===== src/rtl/vga_mode_controller.sv =====
// Video mode table and sequenced reconfiguration controller for the VGA timing generator.
// Mode changes are taken at a frame boundary and replayed through reset, clock lock and blanking.
module vga_mode_controller #(
    parameter int         H_WIDTH      = 11,
    parameter int         V_WIDTH      = 11,
    parameter int         PORCH_WIDTH  = 9,
    parameter int         DEFAULT_MODE = 0,
    parameter logic [6:0] MODE_MASK    = 7'h7F,
    parameter int         LOCK_STABLE  = 16,
    parameter int         LOCK_TIMEOUT = 65535,
    parameter int         BLANK_FRAMES = 2
) (
    input  logic                   clk,
    input  logic                   rst,
    input  logic [3:0]             sel,
    input  logic                   sel_valid,
    output logic                   sel_ready,
    input  logic                   frame_start,
    input  logic                   pclk_locked,
    output logic [H_WIDTH-1:0]     h_active,
    output logic [PORCH_WIDTH-1:0] h_fp,
    output logic [PORCH_WIDTH-1:0] h_sync,
    output logic [PORCH_WIDTH-1:0] h_bp,
    output logic [V_WIDTH-1:0]     v_active,
    output logic [PORCH_WIDTH-1:0] v_fp,
    output logic [PORCH_WIDTH-1:0] v_sync,
    output logic [PORCH_WIDTH-1:0] v_bp,
    output logic                   hs_pol,
    output logic                   vs_pol,
    output logic [2:0]             pclk_sel,
    output logic [3:0]             mode_id,
    output logic                   tg_rst,
    output logic                   video_en,
    output logic                   busy,
    output logic                   sel_err
);

    localparam int LW = $clog2(LOCK_STABLE + 1);
    localparam int TW = $clog2(LOCK_TIMEOUT + 1);
    localparam int BW = (BLANK_FRAMES > 0) ? $clog2(BLANK_FRAMES + 1) : 1;
    localparam logic [2:0] DEF   = 3'(DEFAULT_MODE);
    localparam logic [7:0] MASK8 = {1'b0, MODE_MASK};

    // Entry 7 mirrors mode 0 so a 3-bit index never falls off the table.
    localparam int T_HA [8] = '{640, 800, 1024, 1280, 1280, 1600, 1920, 640};
    localparam int T_HF [8] = '{16, 40, 24, 110, 48, 64, 88, 16};
    localparam int T_HS [8] = '{96, 128, 136, 40, 112, 192, 44, 96};
    localparam int T_HB [8] = '{48, 88, 160, 220, 248, 304, 148, 48};
    localparam int T_VA [8] = '{480, 600, 768, 720, 1024, 1200, 1080, 480};
    localparam int T_VF [8] = '{10, 1, 3, 5, 1, 1, 4, 10};
    localparam int T_VS [8] = '{2, 4, 6, 5, 3, 3, 5, 2};
    localparam int T_VB [8] = '{33, 23, 29, 20, 38, 46, 36, 33};
    localparam logic [7:0] T_POL = 8'b0111_1010;

    typedef enum logic [1:0] {
        S_RECONF,
        S_BLANK,
        S_RUN,
        S_WAIT_FRAME
    } state_t;

    state_t          r_state;
    state_t          w_next;
    logic [LW-1:0]   r_lock_cnt;
    logic [TW-1:0]   r_to_cnt;
    logic [BW-1:0]   r_blank_cnt;
    logic [2:0]      r_mode;
    logic [2:0]      r_pending;
    logic            r_sel_err;
    logic            w_lock_done;
    logic            w_timeout;
    logic            w_frame_done;
    logic            w_fire;
    logic            w_sel_ok;
    logic            w_change;
    logic            w_apply;
    logic            w_load;
    logic [2:0]      w_idx;

    assign w_lock_done  = (r_state == S_RECONF) && pclk_locked
                          && (r_lock_cnt == LW'(LOCK_STABLE - 1));
    assign w_timeout    = (r_state == S_RECONF) && !w_lock_done
                          && (r_to_cnt == TW'(LOCK_TIMEOUT - 1));
    assign w_frame_done = (r_state == S_BLANK) && frame_start
                          && (r_blank_cnt == BW'(BLANK_FRAMES - 1));
    assign w_fire       = sel_valid && (r_state == S_RUN);
    assign w_sel_ok     = !sel[3] && MASK8[sel[2:0]];
    assign w_change     = w_fire && w_sel_ok && (sel[2:0] != r_mode);
    assign w_apply      = (r_state == S_WAIT_FRAME) && frame_start;
    assign w_load       = w_apply || w_timeout;
    assign w_idx        = (w_apply && !rst) ? r_pending : DEF;

    always_ff @(posedge clk) begin
        if (rst) r_state <= S_RECONF;
        else     r_state <= w_next;
    end

    always_comb begin
        w_next = r_state;
        unique case (r_state)
            S_RECONF: begin
                if (w_lock_done)
                    w_next = (BLANK_FRAMES == 0) ? S_RUN : S_BLANK;
            end
            S_BLANK: begin
                if (w_frame_done) w_next = S_RUN;
            end
            S_RUN: begin
                if (w_change) w_next = S_WAIT_FRAME;
            end
            S_WAIT_FRAME: begin
                if (frame_start) w_next = S_RECONF;
            end
            default: w_next = S_RECONF;
        endcase
    end

    always_comb begin
        tg_rst    = 1'b0;
        video_en  = 1'b0;
        sel_ready = 1'b0;
        busy      = 1'b1;
        unique case (r_state)
            S_RECONF:     tg_rst = 1'b1;
            S_BLANK:      tg_rst = 1'b0;
            S_RUN: begin
                video_en  = 1'b1;
                sel_ready = 1'b1;
                busy      = 1'b0;
            end
            S_WAIT_FRAME: video_en = 1'b1;
            default:      tg_rst = 1'b1;
        endcase
    end

    // A timeout restarts the lock wait from scratch.
    always_ff @(posedge clk) begin
        if (rst || r_state != S_RECONF || w_timeout) begin
            r_lock_cnt <= '0;
            r_to_cnt   <= '0;
        end else begin
            r_to_cnt   <= r_to_cnt + TW'(1);
            r_lock_cnt <= pclk_locked ? r_lock_cnt + LW'(1) : '0;
        end
    end

    always_ff @(posedge clk) begin
        if (rst || r_state != S_BLANK) r_blank_cnt <= '0;
        else if (frame_start)          r_blank_cnt <= r_blank_cnt + BW'(1);
    end

    always_ff @(posedge clk) begin
        if (rst)           r_pending <= DEF;
        else if (w_change) r_pending <= sel[2:0];
    end

    always_ff @(posedge clk) begin
        if (rst) r_sel_err <= 1'b0;
        else     r_sel_err <= w_timeout || (w_fire && !w_sel_ok);
    end

    always_ff @(posedge clk) begin
        if (rst || w_load) begin
            r_mode   <= w_idx;
            h_active <= H_WIDTH'(T_HA[w_idx]);
            h_fp     <= PORCH_WIDTH'(T_HF[w_idx]);
            h_sync   <= PORCH_WIDTH'(T_HS[w_idx]);
            h_bp     <= PORCH_WIDTH'(T_HB[w_idx]);
            v_active <= V_WIDTH'(T_VA[w_idx]);
            v_fp     <= PORCH_WIDTH'(T_VF[w_idx]);
            v_sync   <= PORCH_WIDTH'(T_VS[w_idx]);
            v_bp     <= PORCH_WIDTH'(T_VB[w_idx]);
            hs_pol   <= T_POL[w_idx];
            vs_pol   <= T_POL[w_idx];
        end
    end

    assign mode_id  = {1'b0, r_mode};
    assign pclk_sel = r_mode;
    assign sel_err  = r_sel_err;

endmodule


===== config.mk =====
export PLATFORM = sky130hd
export DESIGN_NAME = vga_mode_controller
export DESIGN_NICKNAME = d
export VERILOG_FILES = /design/src/rtl/vga_mode_controller.sv
export SDC_FILE = /design/constraint.sdc
export NUM_CORES = 1
export LEC_CHECK = 0
export BUFFER_PORTS_ARGS = -buffer_cell sky130_fd_sc_hd__buf_2
export CORE_MARGIN = 5
export CORE_UTILIZATION = 52
export DETAILED_ROUTE_END_ITERATION = 16
export PLACE_DENSITY = 0.8
export SYNTH_ARGS = -nofsm -noshare
export SYNTH_HDL_FRONTEND = slang
export SYNTH_SLANG_ARGS = --single-unit

===== constraint.sdc =====
create_clock -name clk -period 3.55 [get_ports clk]
set_clock_uncertainty 0.05 [all_clocks]
set_input_delay 0.8875 -clock clk [delete_from_list [all_inputs] [get_ports clk]]
set_output_delay 0.8875 -clock clk [all_outputs]
set_load 0.005 [all_outputs]

# After elaboration in Yosys (flattened, before gate mapping)
# Memory sizes are Yosys's and may differ from the RTL's. A register that Yosys moved wholly into a read port is not among the register bits.
# Index checks and enable logic that the tools add are counted.
[totals] romBits=2064 output_inout_bits=90 ram_bits=0 reg_bits=32 latchBits=0 memories=10 word_cells=74 in_bits=9
[memory_table] name="(no name shown)" depth=8 width=32 rd=1 rd_clocked_by_memory_dff=1 wr=0 line="172" text="v_bp <= PORCH_WIDTH'(T_VB[w_idx]);"
[memory_table] name="(no name shown)" depth=8 width=32 rd=1 rd_clocked_by_memory_dff=1 wr=0 line="171" text="v_sync <= PORCH_WIDTH'(T_VS[w_idx]);"
[memory_table] name="(no name shown)" depth=8 width=32 rd=1 rd_clocked_by_memory_dff=1 wr=0 line="170" text="v_fp <= PORCH_WIDTH'(T_VF[w_idx]);"
[memory_table] name="(no name shown)" depth=8 width=32 rd=1 rd_clocked_by_memory_dff=1 wr=0 line="169" text="v_active <= V_WIDTH'(T_VA[w_idx]);"
[memory_table] name="(no name shown)" depth=8 width=32 rd=1 rd_clocked_by_memory_dff=1 wr=0 line="168" text="h_bp <= PORCH_WIDTH'(T_HB[w_idx]);"
[memory_table] name="(no name shown)" depth=8 width=32 rd=1 rd_clocked_by_memory_dff=1 wr=0 line="167" text="h_sync <= PORCH_WIDTH'(T_HS[w_idx]);"
[memory_table] name="+4 memories"
[classes] div_mod_pow=0 mux=11 bitwise=2 multipliers=0 n_reduce_logical=28 add_sub_neg=3 magnitude_cmp=1 eq_ne=12 n_shift=0
[ops] op="$add 16x1->16 const B" n=1
[ops] op="$eq 16x16->1 const B" n=1
[ops] op="$logic_and 1x1->1" n=13
[ops] op="$mux 2" n=4
[ops] op="$ne 2x2->1 const B" n=4
[ops] op="$pmux 2 s4" n=1
[ops] op="$logic_or 1x1->1" n=6
[ops] op="$add 5x1->5 const B" n=1
[ops] op="$eq 5x4->1 const B" n=1
[ops] op="$mux 1" n=5
[ops] op="$eq 2x1->1 const B" n=2
[ops] op="$eq 2x2->1 const B" n=2
[ops] op="$logic_not 1->1" n=4
[ops] op="$lt 3x4->1 const B" n=1
[ops] op="$not 3->4" n=1
[ops] op="$reduce_and 4->1" n=1
[ops] op="$reduce_or 2->1" n=2
[ops] op="$mux 3" n=1
[ops] op="$ne 3x3->1" n=1
[ops] op="$add 2x1->2 const B" n=1
[ops] op="$logic_not 2->1" n=1
[ops] op="$ne 2x1->1 const B" n=1
[ops] op="$reduce_bool 2->1" n=1
[ops] op="$not 1->1" n=1

# Logic depth before layout (Yosys ltp)
[logic_depth] word_depth=8 ltp_mapped=8 ltp_nobuf=7

# Worst setup path before layout
# Ideal clock, no wire load.
[synth_path] path_type="input -> register" from="in pclk_locked" to="reg h_active[10], enable pin" required_ns=3.101 t_arrival_ns=2.284 path_slack_ns=0.817 path_stages=4 setup_ns=0.399 path_buffers=0 path_cell_list="a21boi_1 and4bb_4 nand2_1 nand2_1"
[synth_between] elab_chain_len=7
[synth_rtl] item="start: declaration" line="19" text="input logic pclk_locked,"
[synth_rtl] item="$logic_and 1x1->1" line="80" text="assign w_lock_done = (r_state == S_RECONF) && pclk_locked"
[synth_rtl] item="$logic_and 1x1->1" line="81" text="&& (r_lock_cnt == LW'(LOCK_STABLE - 1));"
[synth_rtl] item="$logic_not 1->1" line="82" text="assign w_timeout = (r_state == S_RECONF) && !w_lock_done"
[synth_rtl] item="$logic_and 1x1->1" line="82"
[synth_rtl] item="$logic_and 1x1->1" line="83" text="&& (r_to_cnt == TW'(LOCK_TIMEOUT - 1));"
[synth_rtl] item="$logic_or 1x1->1" line="90" text="assign w_load = w_apply || w_timeout;"
[synth_rtl] item="$logic_or 1x1->1" line="163" text="if (rst || w_load) begin"
[synth_rtl] item="end: declaration" line="20" text="output logic [H_WIDTH-1:0] h_active,"
# Every way passes these cells.
# A chain may end at the register's enable or synchronous reset.

# Worst setup path after layout
[layout_path] from="reg r_lock_cnt[0]" to="reg v_active[6], enable pin"
[layout_between] elab_chain_len=7
[layout_rtl] item="start: declaration" line="64" text="logic [LW-1:0] r_lock_cnt;"
[layout_rtl] item="start signal: assignment" line="143" text="r_lock_cnt <= pclk_locked ? r_lock_cnt + LW'(1) : '0;"
[layout_rtl] item="$eq 5x4->1" line="81"
[layout_rtl] item="$logic_and 1x1->1" line="81"
[layout_rtl] item="$logic_not 1->1" line="82"
[layout_rtl] item="$logic_and 1x1->1" line="82"
[layout_rtl] item="$logic_and 1x1->1" line="83"
[layout_rtl] item="$logic_or 1x1->1" line="90"
[layout_rtl] item="$logic_or 1x1->1" line="163"
[layout_rtl] item="end: declaration" line="24" text="output logic [V_WIDTH-1:0] v_active,"
# Every way passes these cells.

==> flow_summary.yaml <==
route:
  firstDrtPassIters: 5
  post_drt_via_cell_ratio: 5.03
  vias: 2327
  initialDrtViolationCount: 120
  wirelength_mm: 6.35
  antenna_left: 0
  drc_errors: 0
  routedWlPerCell_um: 13.7
finish:
  multiInputGateArea_um2: 1310
  final-instance-count-excl-fill: 463
  postLayoutCellArea_um2: 3810
  num-nets-final: 408
  seq_area_um2: 1810
  finished_core_util: 0.597
  layout.filler_cells: 549
  post_route_cells_drive_above_1_share: 0.246
  area.growth.synth_to_final_pct: 10.8
  num_antenna_cells: 0
grt:
  grt_antenna_before_repair: 0
  grt-ovfl-total: 0
  first_global_vias: 2171
  wire_length_of_the_first_global_routing_pass_mm: 10.4
  grt_usage: 0.154
  grt_max_degree: 42
hold_path:
  holdCritStartpoint: "r_lock_cnt[0]$_SDFF_PP0_"
  hold_path_end: "r_lock_cnt[0]$_SDFF_PP0_"
  worst_hold_path_type: "reg -> reg"
  hold_path_depth: 1
power_and_ir_drop:
  static-leakage-power_nw: 1.60
  power_density_nw_per_um2: 419
  vdd_drop_max_mv: 0.295
  fin_total_pwr_mw: 1.60
timing:
  worst-slew-pin-transition_ns: 0.672
  hold_viol_final: 0
  finalCriticalPeriod_ns: 2.47
  tns_ns: 0
  peak_freq_mhz: 405
  final.period_utilization: 0.695
  setup-violations-final: 0
  slew_viol_final: 0
  max_slew_margin: 0.552
  grt_setup_unrepaired: "false"
clocking:
  cts_max_path_buffers: 2
  cts_root_buffer: "sky130_fd_sc_hd__clkbuf_8"
  cts_resized: 0
  clock_tree.htree_level_count: 3
  tritoncts: "yes"
  clkSinkCount: 70
  ctsHoldBuffers: 0
  inserted_clock_buffers: 9
  clk_pin_slew_worst_paths_ns: 0.06
  insertion_delay_ns: 0.34
  cts.repair_timing.setup_buffer_count: 0
critical_path:
  crit_path_max_incr_delay_ns: 0.42
  critical_path.endpoint_type: "flip-flop"
  worst_r2r_startpoint: "r_lock_cnt[0]$_SDFF_PP0_"
  critPathKind: "reg -> reg"
  timing.critical_path.fanout_max: 41
  crit-reg2reg-capture: "v_active[6]$_DFFE_PP_"
  timing.reg2reg.setup_slack_ns: 1.08
  worstPathRequired_ns: 3.47
  timing.critical_path.cells: "ha_1, and3_1, ha_1, a21boi_1, and4bb_4, nand2_1, nand2_1, buf_4"
  crit_arrival_ns: 2.39
  worst_r2r_path_depth: 8
  setup.worst_path.start_class: "flip-flop"
  cp_max_stage_cell: "sky130_fd_sc_hd__buf_4"
place:
  place.detailed.instances: 448
  gp_congestion: 0.776
  dp_hpwl_mm: 4.78
  i_o_buffers: 67
  placed_cell_area_um2: 3630
yosys:
  synth_sequential_area_ratio: 0.527
  netlist_area_um2: 3440
  synth.avg_cell_area_um2: 10.6
  synth_compound_gate_area_share: 0.0630
  yosysWarningCount: 0
  yosys.area.top_type: "sky130_fd_sc_hd__edfxtp_1"
  synth_seq_cells: 70
  synth_fa_ha_area_frac: 0.0619
  post_synth_num_cell_types: 49
  synth-xor-area-share: 0.0459
  netlist_instances: 324
  ys_top_cells_by_count: "sky130_fd_sc_hd__buf_4 (44), sky130_fd_sc_hd__edfxtp_1 (41), sky130_fd_sc_hd__nor2_1 (37)"
  synth_async_sr_flop_share: 0
  post-synth-top-count-cell: "sky130_fd_sc_hd__buf_4"
  synth_top_family_by_area: "simple AND/OR/NAND/NOR gates"
  synth.area.mux_share: 0.00873
  count_of_flip_flops_with_a_built_in_enable_after_synthesis: 41
  netlist.area_leader.share: 0.358
  synth_simple_gate_area_share: 0.168
  yosys_most_used_dff: "sky130_fd_sc_hd__edfxtp_1"
  synth_top_cells_by_area: "sky130_fd_sc_hd__edfxtp_1 (36%), sky130_fd_sc_hd__dfxtp_1 (17%), sky130_fd_sc_hd__buf_4 (9.6%)"
floorplanning:
  coreArea_um2: 6390
  initial_cell_density_of_the_core: 0.538
  pin_count: 99
  die_area_um2: 8340
  dieWidth_um: 91.3
  chipHeight_um: 91.3
  core.rowCount: 29
run_status:
  outcome: "finished clean"
run:
  timing.max_cap.violations: 0
-- worst max path at each step --
stage	slack, ns	end	startpoint	depth (start not counted)
2_1_floorplan	0.82	h_active[10]$_DFFE_PP_	pclk_locked	4
3_3_place_gp	0.87	v_bp[2]$_DFFE_PP_	rst	7
3_5_place_dp	0.81	v_bp[2]$_DFFE_PP_	rst	7
4_1_cts	1.07	video_en	r_state[0]$_SDFFE_PP0P_	4
5_1_grt	0.97	video_en	r_state[0]$_SDFFE_PP0P_	4
6_report	1.08	v_active[6]$_DFFE_PP_	r_lock_cnt[0]$_SDFF_PP0_	8
-- metrics by stage --
step / worst slack [ns] / hold slack, ns
5_1_grt: 0.971 / 0.426
6_report: 1.08 / 0.402
3_5_place_dp: 0.808 / 0.401
3_3_place_gp: 0.874 / 0.390
2_1_floorplan: 0.817 / 0.376
4_1_cts: 1.07 / 0.411
-- state kept, by name (all words and copies together) (netlist names), 2 cells and up --
register     count
r_state          2
v_active         6
h_active         5
r_pending        3
h_fp             4
v_fp             3
pclk_sel         3
h_bp             6
r_to_cnt        16
h_sync           6
v_bp             6
r_lock_cnt       5
r_blank_cnt      2
-- cells by family (layout without fill, tap and decap cells) --
logic type      count (synthesis)  count (layout)
flops                          70              70
buf+inv                        68             100
compound gates                 32              32
xor+xnor                       18              18
fa+ha+maj                      17              17
mux                             3               3
other cells                     1              31
simple gates                  115             115
-- where the power goes --
| group | internal (mW) | switching, mW |
|---|---|---|
| combinational | 0.0407 | 0.0686 |
| clock | 0.320 | 0.277 |
| sequential | 0.878 | 0.0143 |
-- layout by cell type, fill, tap and decap left out, types with 2 or more instances in the layout --
master,count
sky130_fd_sc_hd__o21ai_0,9
sky130_fd_sc_hd__edfxtp_1,41
sky130_fd_sc_hd__or2_2,2
sky130_fd_sc_hd__ha_1,17
sky130_fd_sc_hd__or3_1,4
sky130_fd_sc_hd__conb_1,31
sky130_fd_sc_hd__nor3_1,3
sky130_fd_sc_hd__o22ai_1,2
sky130_fd_sc_hd__and2_1,3
sky130_fd_sc_hd__nand4_1,2
sky130_fd_sc_hd__clkbuf_8,9
sky130_fd_sc_hd__mux2i_1,3
sky130_fd_sc_hd__clkbuf_1,2
sky130_fd_sc_hd__nor2_1,37
sky130_fd_sc_hd__dfxtp_1,29
sky130_fd_sc_hd__clkinv_2,2
sky130_fd_sc_hd__xnor2_1,16
sky130_fd_sc_hd__nor4_1,7
sky130_fd_sc_hd__nand3_1,4
sky130_fd_sc_hd__a211oi_1,2
sky130_fd_sc_hd__buf_2,67
sky130_fd_sc_hd__xor2_1,2
sky130_fd_sc_hd__a21oi_1,7
sky130_fd_sc_hd__nand2b_1,4
sky130_fd_sc_hd__buf_4,2
sky130_fd_sc_hd__inv_1,16
sky130_fd_sc_hd__a21boi_0,2
sky130_fd_sc_hd__nand2_1,36
-- layer usage --
metal  wire length, um  global-route usage
met4                53              0.0403
met2              3200               0.260
met1              2530               0.180
met3               567              0.0669
met5                 0                   0
-- cell type report --
| class | instances | share of cell area |
|---|---|---|
| Sequential cell | 70 | 0.475 |
| Tap cell | 77 | 0.0253 |
| Inverter | 16 | 0.0158 |
| Multi-Input combinational cell | 216 | 0.344 |
| Clock inverter | 4 | 0.0128 |
| Clock buffer | 11 | 0.0345 |
| Timing Repair Buffer | 69 | 0.0919 |
-- worst max-delay path: cells and delay by family (launching register included) --
family / cells / cell delay [ns]
flip-flops: 1 / 0.32
AO/OA/AOI/OAI: 1 / 0.29
AND/OR/NAND/NOR: 4 / 0.59
buffers and inverters: 1 / 0.42
adder cells (fa/ha/maj): 2 / 0.38
Power figures use the tool's default switching activity.
